**config.mk**
```make
export PLATFORM = sky130hd
export DESIGN_NAME = window_shift_bank
export DESIGN_NICKNAME = d
export VERILOG_FILES = /design/src/rtl/conv_pkg.sv /design/src/rtl/win_shift_lane.sv /design/src/rtl/window_shift_bank.sv
export SDC_FILE = /design/constraint.sdc
export NUM_CORES = 1
export LEC_CHECK = 0
export ABC_AREA = 1
export BUFFER_PORTS_ARGS = -buffer_cell sky130_fd_sc_hd__buf_4
export CAP_MARGIN = 15
export CORE_MARGIN = 4
export CORE_UTILIZATION = 41
export CTS_BUF_LIST = sky130_fd_sc_hd__clkbuf_4
export DETAILED_ROUTE_END_ITERATION = 16
export GPL_TIMING_DRIVEN = 0
export PLACE_DENSITY = 0.67
export SLEW_MARGIN = 0
export SYNTH_ARGS = -nofsm -noshare
export SYNTH_HDL_FRONTEND = slang
export SYNTH_SLANG_ARGS = --single-unit
```
**constraint.sdc**
```tcl
create_clock -name clk -period 2.6 [get_ports clk]
set_clock_uncertainty 0.15 [all_clocks]
set_input_delay 0.26 -clock clk [delete_from_list [all_inputs] [get_ports clk]]
set_output_delay 0.26 -clock clk [all_outputs]
set_load 0.02 [all_outputs]
```
**src/rtl/conv_pkg.sv**
```systemverilog
// Shared definitions for the window shift bank.
// Holds the shift-mode encoding and small decode helpers.
package conv_pkg;

    typedef enum logic [2:0] {
        MODE_HOLD     = 3'd0,
        MODE_UP       = 3'd1,
        MODE_DOWN     = 3'd2,
        MODE_CENTER   = 3'd3,
        MODE_ROT_UP   = 3'd4,
        MODE_ROT_DOWN = 3'd5
    } mode_e;

    function automatic logic is_legal_mode(input logic [2:0] code);
        return (code <= 3'd5);
    endfunction

    // Number of new samples an operation pushes into the window.
    function automatic logic [1:0] fill_incr(input logic [2:0] code);
        logic [1:0] incr;
        case (code)
            3'd1:    incr = 2'd1;
            3'd2:    incr = 2'd1;
            3'd3:    incr = 2'd2;
            default: incr = 2'd0;
        endcase
        return incr;
    endfunction

endpackage

```
**src/rtl/win_shift_lane.sv**
```systemverilog
// One channel of the window: N registered taps of B bits with the shift muxing.
// Enable and op come from the shared control path in the top.
module win_shift_lane
    import conv_pkg::*;
#(
    parameter int N = 11,
    parameter int B = 8
) (
    input  logic                clk,
    input  logic                rstn,
    input  logic                flush,
    input  logic                en,
    input  mode_e               op,
    input  logic [B-1:0]        din,
    output logic [N-1:0][B-1:0] taps
);

    localparam int N2 = (N + 1) / 2;

    logic [N-1:0][B-1:0] tap_q;
    logic [N-1:0][B-1:0] tap_d;
    logic [N-1:0][B-1:0] center_s;

    // CENTER: both ends take din, each half moves inward; the two middle taps drop out.
    assign center_s[0]   = din;
    assign center_s[N-1] = din;
    for (genvar i = 1; i < N - 1; i++) begin : g_center
        if (i < N2) begin : g_low
            assign center_s[i] = tap_q[i-1];
        end else begin : g_high
            assign center_s[i] = tap_q[i+1];
        end
    end

    // Next-state tap selection.
    always_comb begin
        tap_d = tap_q;
        if (en) begin
            case (op)
                MODE_UP:       tap_d = {tap_q[N-2:0], din};
                MODE_DOWN:     tap_d = {din, tap_q[N-1:1]};
                MODE_CENTER:   tap_d = center_s;
                MODE_ROT_UP:   tap_d = {tap_q[N-2:0], tap_q[N-1]};
                MODE_ROT_DOWN: tap_d = {tap_q[0], tap_q[N-1:1]};
                default:       tap_d = tap_q;
            endcase
        end else begin
            tap_d = tap_q;
        end
    end

    // Tap registers.
    always_ff @(posedge clk) begin
        if (!rstn) begin
            tap_q <= '0;
        end else if (flush) begin
            tap_q <= '0;
        end else begin
            tap_q <= tap_d;
        end
    end

    assign taps = tap_q;

endmodule

```
**src/rtl/window_shift_bank.sv**
```systemverilog
// Multi-channel sliding window: C lanes share one mode/valid control path,
// plus a single fill counter, window-valid flag and sticky illegal-mode flag.
module window_shift_bank
    import conv_pkg::*;
#(
    parameter int N = 11,
    parameter int B = 8,
    parameter int C = 3
) (
    input  logic                         clk,
    input  logic                         rstn,
    input  logic                         flush,
    input  logic                         in_valid,
    input  logic [2:0]                   mode,
    input  logic [C-1:0][B-1:0]          din,
    output logic [C-1:0][N-1:0][B-1:0]   dout,
    output logic [$clog2(N+1)-1:0]       fill,
    output logic                         win_valid,
    output logic                         mode_err
);

    localparam int FW = $clog2(N + 1);

    mode_e         op_s;
    logic          legal_s;
    logic          lane_en_s;
    logic [FW:0]   fill_sum_s;
    logic [FW-1:0] fill_q;
    logic [FW-1:0] fill_d;
    logic          win_valid_q;
    logic          win_valid_d;
    logic          mode_err_q;
    logic          mode_err_d;

    assign op_s       = mode_e'(mode);
    assign legal_s    = is_legal_mode(mode);
    assign lane_en_s  = in_valid & legal_s;
    assign fill_sum_s = {1'b0, fill_q} + (FW + 1)'(fill_incr(mode));

    for (genvar c = 0; c < C; c++) begin : g_lane
        win_shift_lane #(
            .N (N),
            .B (B)
        ) u_lane (
            .clk   (clk),
            .rstn  (rstn),
            .flush (flush),
            .en    (lane_en_s),
            .op    (op_s),
            .din   (din[c]),
            .taps  (dout[c])
        );
    end

    // Saturating fill count and sticky error; win_valid is registered from next fill.
    always_comb begin
        fill_d     = fill_q;
        mode_err_d = mode_err_q;
        if (in_valid) begin
            if (legal_s) begin
                if (fill_sum_s >= (FW + 1)'(N)) begin
                    fill_d = FW'(N);
                end else begin
                    fill_d = fill_sum_s[FW-1:0];
                end
            end else begin
                mode_err_d = 1'b1;
            end
        end else begin
            fill_d     = fill_q;
            mode_err_d = mode_err_q;
        end
        win_valid_d = (fill_d == FW'(N));
    end

    // Shared control registers.
    always_ff @(posedge clk) begin
        if (!rstn) begin
            fill_q      <= '0;
            win_valid_q <= 1'b0;
            mode_err_q  <= 1'b0;
        end else if (flush) begin
            fill_q      <= '0;
            win_valid_q <= 1'b0;
            mode_err_q  <= 1'b0;
        end else begin
            fill_q      <= fill_d;
            win_valid_q <= win_valid_d;
            mode_err_q  <= mode_err_d;
        end
    end

    assign fill      = fill_q;
    assign win_valid = win_valid_q;
    assign mode_err  = mode_err_q;

endmodule

```
==> flow_metrics.tcl, run 1 <==
set metrics [dict create \
    via_per_inst 6.12 \
    dr.pass1.iters 6 \
    port_buffers 300 \
    initial_core_util_pct 41.6 \
    p_leak_uw 0.00668 \
    antenna_found_initial 1 \
    cts_htree_levels 3 \
    post-route-period-util_pct 96.7 \
    netlist-cell-type-count 24 \
    wl_met3_um 6700 \
    yosysMostFrequentCell "o21ai_0" \
    finalSetupViolCount 0 \
    critPathMaxStageDelay_ps 560 \
    critPathTopFamily "buffers and inverters" \
    avgSynthCellArea_um2 7.27 \
    cts.reportedPaths.clkPinSlew_ps 70 \
    combPwrFrac_pct 18.5 \
    synth_area_leader_cell "dfxtp_1" \
    hold_violations 0 \
    yosys-top-cells-area "dfxtp_1 (42%), o21ai_0 (17%), a31oi_1 (13%), nand2_1 (7.4%), a21oi_1 (6.2%)" \
    die_area_um2 33900 \
    cp_slowest_cell "dlygate4sd3_1" \
    async_flop_share_pct 0 \
    routed_wl_um 56700 \
    crit_chain "dlygate4sd3_1 > buf_4 > inv_1 > nor2_1 > nand2_2 > inv_2 > buf_4 > buf_2 > o21ai_0 > a31oi_1 > dlygate4sd3_1" \
    p_int_uw 6820 \
    synth_fa_ha_area_share_pct 0.452 \
    synthToLayoutAreaGrowth_pct 31.1 \
    period_minus_slack_ps 2510 \
    drtIter0Drc 1813 \
    drc 0 \
    drive_gt1_share_pct 23.0 \
    synthesis.area_um2 12700 \
    maxCapViolCount 0 \
    fmax_mhz 398 \
    critPathMaxFanout 10 \
    cts_made_buffers 75 \
    met2RoutedLength_um 24700 \
    syn_nets 1784 \
    clock_sinks 270 \
    outcome "finished, final reports clean" \
    p_sw_uw 3370 \
    p_seq_share_pct 44.2 \
    syn_inst 1749 \
    die_y_um 184 \
    wl_met1_um 22700 \
    ios 301 \
    post-cts-setup-buffers 0 \
    top_layer "met4" \
    synth_flop_cell "dfxtp_1" \
    hp-class "primary input to register" \
    grt.total_usage_pct 31.8 \
    rows 64 \
    ys_seq_area_share_pct 42.5 \
    finalNetCount 2192 \
    synth-edff-count 0 \
    ir_drop_uv 265 \
    dieWidth_um 184 \
    p_per_area_nw_per_um2 612 \
    drv_slew 0 \
    synthXorXnorAreaFrac_pct 0 \
    final_core_util_pct 54.5 \
    endpoint_kind "register" \
    cts_root_buf "clkbuf_4" \
    switching_share_pct 33.1 \
    cp.required_ps 3110 \
    worstSetupStartpointType "primary input" \
    place_congestion 0.960 \
    p_clk_share_pct 37.3 \
    yosys.area_share.simple_pct 13.3 \
    wl_per_cell_um 21.8 \
    grt_first_pass_wirelength_um 84900 \
    vias 15900 \
    globalRoute.totalOverflow 0 \
    clk_path_buf_depth 3 \
    first_global_vias 14600 \
    final_cells 2597 \
    dp_hpwl_um 41600 \
    ant_nets 0 \
    crit_buf_inv 7 \
    yosys_warnings 0 \
    nFillCells 2997 \
    cts_tree "built" \
    ys_ff_latch 270 \
    synth_common_cells "o21ai_0 (420), dfxtp_1 (270), a31oi_1 (258)" \
    grt_max_degree 11 \
    cp.arrival_ps 3020 \
    post_synth_mux_area_share_pct 0 \
    max_slew_margin_pct 37.5 \
    rsz0062_at_grt "no" \
    worst_pin_slew_ps 938 \
    synth_top_family_by_area "compound AO/OA/AOI/OAI gates" \
    synth-compound-area-share_pct 35.4 \
    core_um2 30600 \
    synthDominantCellAreaShare_pct 42.5 \
    clock_latency_ps 730 \
    dp.cells 2445 \
    path_class "primary input to register" \
]
state kept, by name, summed over array words and instances (netlist names):
signal and cells:
win_valid 1, mode_err 1, fill 4, g_lane.u_lane.taps 264
per-stage QoR:
| stage | setup WS, ps | setup TNS (ps) | hold WS [ps] | total power [uW] | area (um^2) |
|---|---|---|---|---|---|
| 3_3_place_gp | -111 | -614 | 314 | 6360 | 15500 |
| 2_1_floorplan | 510 | 0 | 251 | 5590 | 12700 |
| 6_report | 85.0 | 0 | 70.9 | 10200 | 16700 |
| 3_5_place_dp | -153 | -1540 | 348 | 6390 | 15500 |
| 4_1_cts | 88.3 | 0 | 63.0 | 10100 | 16700 |
| 5_1_grt | 15.7 | 0 | 98.9 | 10600 | 16700 |
timing repair:
action                     4_1_cts  5_1_grt
setup endpoints to repair        0        3
hold endpoints to repair        61        0
hold buffers                    31        0
resized for setup                0        6
power by group through the flow:
stage	combinational, uW	sequential, uW	clock, uW
after floorplan	902	4690	0
after global placement	1770	4590	0
after detailed placement	1800	4590	0
after CTS	1840	4500	3810
after global routing	2020	4520	4050
final	1890	4510	3800
metal layers:
layer,GRT usage (%),vias up
met1,42.7,7419
met2,48.4,1106
li1,-,7192
met3,7.72,168
met4,14.8,0
met5,0,-
cells by family after synthesis:
kind of cell,Yosys count
simple gates,401
flops,270
buf+inv,238
fa+ha+maj,4
compound gates,836
worst reg2reg max path, delay by kind of cell (launching register included):
kind                       cells  cell delay [ps]
adders and majority gates      2              660
buffers and inverters          1               70
and+or+nand+nor                6              690
DFF                            1              370
cell usage in the layout, fill, tap and decap left out, drive strengths merged:
cell,netlist,layout
nand4,2,2
diode,0,2
clkbuf,123,229
nor2,24,24
fa,1,1
nor3,1,1
dlygate4sd3,0,31
ha,3,3
a21oi,158,158
o21ai,420,420
dfxtp,270,270
nand3b,1,1
clkinvlp,0,1
inv,44,47
nand2,254,254
bufinv,0,1
a31oi,258,258
clkinv,0,9
buf,71,370
nand3,119,119
layout make-up:
cell class                      count  area, um^2  area share (%)
Multi-Input combinational cell   1241        6270            37.6
Clock buffer                      105         788            4.73
Antenna cell                        2        5.00          0.0300
Timing Repair Buffer              331        2560            15.4
Tap cell                          396         495            2.97
Inverter                           44         165           0.990
Buffer                            194         898            5.39
Clock inverter                     14        86.3           0.518
Sequential cell                   270        5410            32.4
final timing paths:
path / start / endpoint / slack (ps) / cells past startpoint
setup / recovery: in_valid / g_lane[2].u_lane.taps[0]$_SDFFE_PP0P_ / 90 / 11
hold / removal: mode[1] / g_lane[1].u_lane.taps[87]$_SDFFE_PP0P_ / 70 / 8
setup reg to reg: fill[0]$_SDFF_PP0_ / win_valid$_SDFF_PP0_ / 630 / 9
hold reg to reg: g_lane[1].u_lane.taps[26]$_SDFFE_PP0P_ / g_lane[1].u_lane.taps[34]$_SDFFE_PP0P_ / 340 / 2
(Power assumes the default switching activity.)
==> run 2: changes to the inputs <==
--- a/config.mk
+++ b/config.mk
@@ -12,8 +12,8 @@
 export CORE_UTILIZATION = 41
 export CTS_BUF_LIST = sky130_fd_sc_hd__clkbuf_4
 export DETAILED_ROUTE_END_ITERATION = 16
-export GPL_TIMING_DRIVEN = 0
 export PLACE_DENSITY = 0.67
+export REMOVE_ABC_BUFFERS = 1
 export SLEW_MARGIN = 0
 export SYNTH_ARGS = -nofsm -noshare
 export SYNTH_HDL_FRONTEND = slang
==> run 2 against run 1 <==
  * First-iteration DRC count is 30% lower
  * Non-clock buffer count is 158 lower
  * Maximum frequency is 0.47% lower
  * Register-to-register slack better by 30 ps
  * Sequential share of layout area is 0.60 points higher
==> flow_metrics.tcl, run 2 (same netlist as run 1, synthesis figures left out) <==
set metrics [dict create \
    outcome "finished, final reports clean" \
    hold_violations 0 \
    cts_made_buffers 77 \
    worstSetupStartpointType "primary input" \
    dieWidth_um 184 \
    dp.cells 2285 \
    final_cells 2438 \
    finalSetupViolCount 0 \
    cts_htree_levels 3 \
    cp.arrival_ps 2970 \
    die_y_um 184 \
    regArea_um2 5410 \
    worst_pin_slew_ps 707 \
    rows 64 \
    p_leak_uw 0.00645 \
    clk_path_buf_depth 3 \
    crit_chain "dlygate4sd3_1 > buf_4 > ha_4 > inv_4 > nand2_1 > nand2_8 > buf_4 > nor2_1 > a21oi_1 > dlygate4sd3_1" \
    largest_reg_flops 264 \
    vias 14400 \
    routed_wl_um 43700 \
    drive_gt1_share_pct 22.8 \
    finalNetCount 2036 \
    grt_first_pass_wirelength_um 69600 \
    fmax_mhz 396 \
    critPathMaxFanout 55 \
    rsz0062_at_grt "no" \
    die_area_um2 33900 \
    cts_tree "built" \
    final_common_cell "o21ai_0" \
    clock_latency_ps 670 \
    wl_per_cell_um 17.9 \
    initial_core_util_pct 41.6 \
    reg2reg_depth 10 \
    antenna_found_initial 1 \
    startpoint "mode[2]" \
    period_minus_slack_ps 2530 \
    rr_startpoint "fill[0]$_SDFF_PP0_" \
    place_congestion 0.811 \
    clock_sinks 270 \
    post-route-period-util_pct 97.2 \
    ant_nets 0 \
    grt.total_usage_pct 24.2 \
    grt_max_degree 143 \
    r2r-end "win_valid$_SDFF_PP0_" \
    drc 0 \
    path_class "primary input to register" \
    final_core_util_pct 53.5 \
    cts.reportedPaths.clkPinSlew_ps 60 \
    ios 301 \
    max_slew_margin_pct 52.9 \
    final_cell_area_um2 16400 \
    multi_input_comb_area_um2 6320 \
    drv_slew 0 \
    cp_slowest_cell "dlygate4sd3_1" \
    reg2reg_slack_ps 660 \
    dpl-instance-area_um2 15100 \
    synthToLayoutAreaGrowth_pct 28.7 \
    dr.pass1.iters 8 \
    endpoint "g_lane[1].u_lane.taps[2]$_SDFFE_PP0P_" \
    maxCapViolCount 0 \
    cp.required_ps 3050 \
    ir_drop_uv 331 \
    endpoint_kind "register" \
    core_um2 30600 \
    hp-class "primary input to register" \
    final_cell_mix "o21ai_0 (420), buf_4 (315), dfxtp_1 (270)" \
    port_buffers 300 \
    hold_slack_ps 115 \
    dp_hpwl_um 25800 \
    cts_root_buf "clkbuf_4" \
    via_per_inst 5.90 \
    first_global_vias 13200 \
    globalRoute.totalOverflow 0 \
    nFillCells 2953 \
    drtIter0Drc 1269 \
    p_per_area_nw_per_um2 612 \
    critPathMaxStageDelay_ps 560 \
]
## run 2: cell types whose count changed in the layout (fill, tap and decap cells not counted), sizes merged, moves of 2 or more
cell,previous run,this run
clkbuf,229,108
inv,47,45
buf,370,334
dlygate4sd3,31,33
## run 2: stage by stage
stage	TNS (ps)	power [uW]	setup slack (ps)
floorplan	-2567120	5470	-9660
global placement	0	6200	381
detailed placement	0	6220	306
CTS	0	10100	103
global route	0	10500	56.4
finish	0	10000	73.2
## run 2: power breakdown
group	internal (uW)	switching (uW)	leakage [uW]	total (uW)
clock network	2080	1760	0.000547	3840
registers	4290	170	0.00219	4460
logic	568	1160	0.00371	1730
## run 2: final cells by class
cell class	count	share of cell area [%]
multi-input cells	1241	38.6
well taps	396	3.03
flip-flops and latches	270	33.0
diodes	1	0.0153
clock buffers	108	4.95
clock inverters	11	0.581
inverters	44	1.10
repair buffers	367	18.7
## run 2: per-layer routing
metal	share of wire [%]	track usage [%]	vias to the layer above
met2	46	37.9	650
met5	0	0	-
met1	42	32.6	6814
li1	-	-	6845
met4	2.5	8.70	0
met3	9.1	6.08	85
## run 2: worst min-delay path by stage
stage | from | end | cells after the start
finish | rstn | g_lane[2].u_lane.taps[80]$_SDFFE_PP0P_ | 6
global route | rstn | g_lane[2].u_lane.taps[84]$_SDFFE_PP0P_ | 6
CTS | rstn | g_lane[2].u_lane.taps[80]$_SDFFE_PP0P_ | 6
detailed placement | mode_err$_SDFFE_PP0P_ | mode_err$_SDFFE_PP0P_ | 2
global placement | mode_err$_SDFFE_PP0P_ | mode_err$_SDFFE_PP0P_ | 2
floorplan | in_valid | mode_err$_SDFFE_PP0P_ | 2
## run 2: critical path, delay by kind of cell
family                   cells  cell delay, ps
AO/OA/AOI/OAI                1             170
adder cells (fa/ha/maj)      1             260
buffers and inverters        5            1850
AND/OR/NAND/NOR              3             400
## run 2: timing repair
action,CTS,global route
endpoints found under the setup margin,0,2
buffers inserted,0,0
endpoints found under the hold margin,97,0
hold buffers,33,0
resized for setup,0,3
